--- src/rtl/dht_sched.sv ---
// dht_sched: DHT11 read sequencer (inter-read gap, watchdog, checksum, retries, offset correction, 2-consumer req/ack).
// req is a level held until the one-cycle ack; `define DHT_SCHED_AUTO_EN adds periodic autonomous reads.
module dht_sched #(
  parameter int unsigned MIN_GAP_CYC = 50000000,
  parameter int unsigned AUTO_CYC    = 25000000,
  parameter int unsigned WDOG_CYC    = 1500000,
  parameter int unsigned MAX_RETRY   = 3,
  parameter int unsigned HUM_OFS     = 40,
  parameter int unsigned TEMP_OFS    = 7
) (
  input  logic        i_clk,
  input  logic        i_rst,
  input  logic [1:0]  i_req,
  output logic [1:0]  o_ack,
  output logic        o_rd_start,
  input  logic        i_rd_done,
  input  logic        i_rd_err,
  input  logic [39:0] i_rd_data,
  output logic [7:0]  o_hum,
  output logic [7:0]  o_temp,
  output logic        o_data_valid,
  output logic        o_fail,
  output logic        o_busy,
  output logic [7:0]  o_err_cnt
);

  localparam int GW = (MIN_GAP_CYC > 0) ? $clog2(MIN_GAP_CYC + 1) : 1;
  localparam int WW = (WDOG_CYC > 0) ? $clog2(WDOG_CYC + 1) : 1;
  localparam int RW = (MAX_RETRY > 0) ? $clog2(MAX_RETRY + 1) : 1;
  localparam logic [GW-1:0] GAP_MAX   = GW'(MIN_GAP_CYC);
  localparam logic [WW-1:0] WDOG_MAX  = WW'(WDOG_CYC);
  localparam logic [RW-1:0] RETRY_MAX = RW'(MAX_RETRY);
  localparam logic [7:0]    HUM_SUB   = 8'(HUM_OFS);
  localparam logic [7:0]    TMP_SUB   = 8'(TEMP_OFS);

  typedef enum logic [2:0] {
    S_IDLE, S_GAP, S_START, S_WAIT, S_CHECK, S_UPDATE, S_FAIL
  } state_t;

  state_t          r_state;
  state_t          w_next;
  logic [GW-1:0]   r_gap;
  logic [WW-1:0]   r_wdog;
  logic [RW-1:0]   r_retry;
  logic [1:0]      r_mask;
  logic            r_rr;
  logic [39:0]     r_frame;
  logic [7:0]      r_hum;
  logic [7:0]      r_temp;
  logic [7:0]      r_err_cnt;
  logic            r_valid;
  logic            r_fail;
  logic            w_grant;
  logic            w_auto_fire;
  logic            w_chk_ok;
  logic            w_retry_left;
  logic            w_final_fail;
  logic [7:0]      w_sum;
  logic [7:0]      w_hum_cor;
  logic [7:0]      w_tmp_cor;

  assign w_sum        = r_frame[39:32] + r_frame[31:24] + r_frame[23:16] + r_frame[15:8];
  assign w_chk_ok     = (w_sum == r_frame[7:0]);
  assign w_hum_cor    = (r_frame[39:32] > HUM_SUB) ? (r_frame[39:32] - HUM_SUB) : 8'd0;
  assign w_tmp_cor    = (r_frame[23:16] > TMP_SUB) ? (r_frame[23:16] - TMP_SUB) : 8'd0;
  assign w_retry_left = (r_retry < RETRY_MAX);
  assign w_final_fail = (r_state == S_FAIL) && !w_retry_left;

  assign o_ack        = ((r_state == S_UPDATE) || w_final_fail) ? r_mask : 2'b00;
  assign o_rd_start   = (r_state == S_START);
  assign o_busy       = (r_state != S_IDLE);
  assign o_hum        = r_hum;
  assign o_temp       = r_temp;
  assign o_data_valid = r_valid;
  assign o_fail       = r_fail;
  assign o_err_cnt    = r_err_cnt;

`ifdef DHT_SCHED_AUTO_EN
  localparam int AW = (AUTO_CYC > 0) ? $clog2(AUTO_CYC + 1) : 1;
  localparam logic [AW-1:0] AUTO_MAX = AW'(AUTO_CYC);
  logic [AW-1:0] r_auto;

  assign w_auto_fire = (r_auto >= AUTO_MAX);

  // A request in the same cycle wins the grant and restarts the period as well.
  always_ff @(posedge i_clk or posedge i_rst) begin
    if (i_rst) begin
      r_auto <= '0;
    end else if (r_state == S_IDLE) begin
      if (w_grant) r_auto <= '0;
      else         r_auto <= r_auto + 1'b1;
    end
  end
`else
  // Autonomous reads compiled out; AUTO_CYC is accepted but has no effect.
  assign w_auto_fire = (AUTO_CYC == 0) & 1'b0;
`endif

  always_comb begin
    w_next  = r_state;
    w_grant = 1'b0;
    case (r_state)
      S_IDLE: begin
        if ((i_req != 2'b00) || w_auto_fire) begin
          w_grant = 1'b1;
          w_next  = S_GAP;
        end
      end
      S_GAP:    if (r_gap >= GAP_MAX) w_next = S_START;
      S_START:  w_next = S_WAIT;
      S_WAIT: begin
        if (i_rd_done)                          w_next = S_CHECK;
        else if (i_rd_err || r_wdog >= WDOG_MAX) w_next = S_FAIL;
      end
      S_CHECK:  w_next = w_chk_ok ? S_UPDATE : S_FAIL;
      S_UPDATE: w_next = S_IDLE;
      S_FAIL:   w_next = w_retry_left ? S_GAP : S_IDLE;
      default:  w_next = S_IDLE;
    endcase
  end

  // Gap counter free-runs in every state so time spent idle counts toward the sensor rest period.
  always_ff @(posedge i_clk or posedge i_rst) begin
    if (i_rst) begin
      r_gap  <= GAP_MAX;
      r_wdog <= '0;
    end else begin
      if (r_state == S_START)     r_gap <= '0;
      else if (r_gap < GAP_MAX)   r_gap <= r_gap + 1'b1;
      if (r_state == S_START)                          r_wdog <= '0;
      else if ((r_state == S_WAIT) && (r_wdog < WDOG_MAX)) r_wdog <= r_wdog + 1'b1;
    end
  end

  always_ff @(posedge i_clk or posedge i_rst) begin
    if (i_rst) begin
      r_state   <= S_IDLE;
      r_mask    <= 2'b00;
      r_rr      <= 1'b0;
      r_frame   <= '0;
      r_hum     <= 8'd0;
      r_temp    <= 8'd0;
      r_valid   <= 1'b0;
      r_fail    <= 1'b0;
      r_err_cnt <= 8'd0;
      r_retry   <= '0;
    end else begin
      r_state <= w_next;
      // Both requesters are served together, so the pointer only matters for future tie-break policies.
      if (w_grant) begin
        r_mask <= i_req;
        r_rr   <= ~r_rr;
      end
      if ((r_state == S_WAIT) && i_rd_done) r_frame <= i_rd_data;
      if (r_state == S_UPDATE) begin
        r_hum   <= w_hum_cor;
        r_temp  <= w_tmp_cor;
        r_valid <= 1'b1;
        r_fail  <= 1'b0;
        r_retry <= '0;
      end
      if (r_state == S_FAIL) begin
        if (r_err_cnt != 8'hFF) r_err_cnt <= r_err_cnt + 8'd1;
        if (w_retry_left) begin
          r_retry <= r_retry + 1'b1;
        end else begin
          r_fail  <= 1'b1;
          r_retry <= '0;
        end
      end
    end
  end

endmodule

--- config.mk ---
export PLATFORM = sky130hd
export DESIGN_NAME = dht_sched
export DESIGN_NICKNAME = d
export VERILOG_FILES = /design/src/rtl/dht_sched.sv
export SDC_FILE = /design/constraint.sdc
export NUM_CORES = 1
export LEC_CHECK = 0
export BUFFER_PORTS_ARGS = -buffer_cell sky130_fd_sc_hd__buf_4
export CORE_ASPECT_RATIO = 0.7
export CORE_MARGIN = 3
export CORE_UTILIZATION = 49
export CTS_CLUSTER_SIZE = 25
export DETAILED_ROUTE_END_ITERATION = 8
export GPL_TIMING_DRIVEN = 0
export PLACE_DENSITY = 0.66
export SLEW_MARGIN = 15
export SYNTH_ARGS = -nofsm -noshare
export SYNTH_HDL_FRONTEND = slang
export SYNTH_SLANG_ARGS = --single-unit
--- constraint.sdc ---
create_clock -name i_clk -period 8.7 [get_ports i_clk]
set_clock_uncertainty 0.05 [all_clocks]
set_input_delay 1.74 -clock i_clk [delete_from_list [all_inputs] [get_ports i_clk]]
set_output_delay 1.74 -clock i_clk [all_outputs]
set_load 0.01 [all_outputs]
==> flow_summary.toml <==
[synth]
yosys_warnings = 0
synthDistinctLibCells = 52
syn-num-nets = 658
async_flop_share_pct = 100
synth_area_um2 = 6280
syn-instance-count = 583
ys_ff_latch = 120
avgSynthCellArea_um2 = 10.8
ys_dominant_reg_cell = "dfrtp_1"
ys_seq_area_share_pct = 48.0
synth_edf_count = 0

[clocking]
insertion_delay_ns = 0.41
cts_buffer_depth = 2
cts_root_buf = "clkbuf_16"
clock_sinks = 120
cts_setup_buffers = 0
htree_num_levels = 4
post_cts_resized = 0
cts_hold_buffers = 0
clkTransAtPathRegs_ns = 0.06
cts_tree = "yes"
cts_buffers = 17

[die]
die-width_um = 141
num_io_pins = 76
start_util_pct = 51.9
die-area_um2 = 14200
rows = 33
design.core.area_um2 = 12100
die-height_um = 101

[setup_path]
slowest_delay_ns = 0.34
cp_num_buf_inv = 4
crit_family = "buffers and inverters"
crit_chain = "clkbuf_1 > nand2b_1 > clkinv_1 > clkbuf_1 > buf_4"
crit_path_frequent_cell = "clkbuf_1"
critPathMaxFanout = 10
critPathArrivalTime_ns = 2.13
end_kind = "output pin"
cp_slowest_cell = "nand2b_1"
crit_path_start_kind = "flip-flop"
path_class = "reg2out"
worstPathRequired_ns = 6.91

[global_route]
grt_pass1_vias = 4681
antenna_found_initial = 0
gr-total-overflow = 0
grt_max_degree = 82
grt_pass1_wl_um = 23800
grtUsageTotal_pct = 21.4

[detailed_routing]
wire_per_inst_um = 16.9
drt_pass1_iterations = 5
route.detailed.drc = 0
vias = 4654
final_antenna_net_count = 0
wirelength_um = 14300
drtIter0Drc = 285
vias_per_cell = 5.49

[timing]
worst_slew_pin_slew_ns = 0.701
fin_tns_setup_ns = 0
fin_crit_ns = 3.92
finalCritPeriodShare_pct = 45.0
fmax_ghz = 0.255
finalSetupViolCount = 0
final_max_slew_viol_count = 0
finalHoldViolCount = 0
relSlewSlack_pct = 52.8
rsz0062_at_grt = "no"

[layout]
layout_common_cells = "dfrtp_1 (108), buf_4 (75), nor2_1 (54)"
diodes = 0
multi_input_area_um2 = 3070
areaGrowthSynthToFinish_pct = 22.6
nNetsFinal = 753
fin_util_pct = 63.6
drive_gt1_share_pct = 25.9
seqCellArea_um2 = 3020
layout_commonest_cell = "dfrtp_1"
fin_cells = 848
fill_cells = 1006

[placement]
gp_congestion = 0.895
hpwl_um = 10300
dp_cells = 816
numPortBuffers = 75

[power]
p_per_area_nw_per_um2 = 174
ir_drop_v = 0.000149
power.leakage_nw = 3.70

[min_path]
holdCritPathClass = "reg2reg"

[job]
maxCapViolCount = 0

[status]
outcome = "completed"
[area by class of cell]
class                           instances  share of cell area, %
Multi-Input combinational cell        416                   39.9
Sequential cell                       120                   39.2
Timing Repair Buffer                   76                   7.67
Clock buffer                           17                   5.52
Clock inverter                         15                   2.62
Tap cell                              157                   2.55
Inverter                               27                   1.38
Buffer                                 20                   1.19
[stage by stage]
| step | worst slack, ns | power [mW] | hold WS, ns | instance area (µm²) |
|---|---|---|---|---|
| after floorplan | 3.74 | 0.583 | 0.394 | 6280 |
| after global routing | 4.62 | 1.38 | 0.453 | 7700 |
| final | 4.78 | 1.34 | 0.415 | 7700 |
| after detailed placement | 5.13 | 0.607 | 0.406 | 7070 |
| after global placement | 2.38 | 0.604 | 0.401 | 7040 |
| after CTS | 4.75 | 1.35 | 0.420 | 7700 |
[routing by layer]
layer / GRT usage [%] / wire length, µm
met1: 31.1 / 7020
met2: 31.1 / 6250
met3: 6.69 / 937
met4: 5.66 / 122
met5: 0 / 0
[Yosys cell counts (2+ instances only)]
master,n,area [µm²]
fa_1,14,280
nor2_1,54,203
o211a_1,2,20.0
dfrtp_1,108,2700
nor4b_2,4,60.1
a31oi_1,5,31.3
buf_6,2,22.5
nand4_1,13,81.3
nor4_1,5,31.3
a22o_1,2,17.5
clkbuf_1,13,48.8
or3_1,6,37.5
buf_1,4,15.0
and3_1,11,68.8
nor3b_1,2,15.0
xnor2_1,42,368
nor3_1,16,80.1
and4_1,3,26.3
o21ai_0,32,160
mux2_2,41,462
inv_1,26,97.6
mux2i_1,2,20.0
nand3_1,25,125
a21o_1,3,22.5
ha_1,15,188
xor2_1,23,201
nand2_1,50,188
dfstp_2,12,315
nor2b_1,6,37.5
a21oi_1,11,55.1
nand2b_1,3,18.8
nor4_2,6,75.1
a22oi_1,3,22.5
[final timing paths]
path	start	endpoint	slack, ns	depth (start not counted)
worst max register to register	r_frame[17]	r_state[0]	5.12	11
worst min-delay path	o_data_valid	o_data_valid	0.41	1
worst max-delay path	r_state[0]	o_rd_start	4.78	5
worst min register to register	o_data_valid	o_data_valid	0.41	1
min in group asynchronous	i_rst	o_temp[6]	1.27	2
max in group asynchronous	i_rst	r_gap[17]	6.57	3
[cells by family (layout without fill, tap and decap cells)]
logic type | count (synthesis) | in the layout | share of synthesized area [%]
buffers and inverters | 47 | 155 | 3.07
XOR/XNOR | 65 | 65 | 9.06
flip-flops | 120 | 120 | 48.0
multiplexers | 43 | 43 | 7.67
adder cells (fa/ha/maj) | 29 | 29 | 7.45
AO/OA/AOI/OAI | 71 | 71 | 7.53
AND/OR/NAND/NOR | 208 | 208 | 17.2
[power by group]
group	leakage, nW	internal [mW]	switching, mW
Clock	0.300	0.480	0.265
Combinational	1.79	0.0161	0.0177
Sequential	1.61	0.561	0.00121
Total	3.70	1.06	0.284
[worst register-to-register path, cell delays in order (launching register included)]
cell     delay (ns)
dfrtp_1        0.44
fa_1           0.52
inv_1          0.05
fa_1           0.50
inv_1          0.04
ha_1           0.21
fa_1           0.45
xor2_1         0.15
nor4_1         0.30
nand3_1        0.11
nor3_1         0.47
a221o_1        0.23
[state kept, by name, summed over array words and instances (netlist names)]
name,count
o_data_valid,1
r_gap,26
r_frame,40
r_state,3
r_mask,2
o_hum,8
r_wdog,21
o_temp,8
r_retry,2
o_err_cnt,8
o_fail,1
Note: power is estimated with default switching activity, not from simulation.
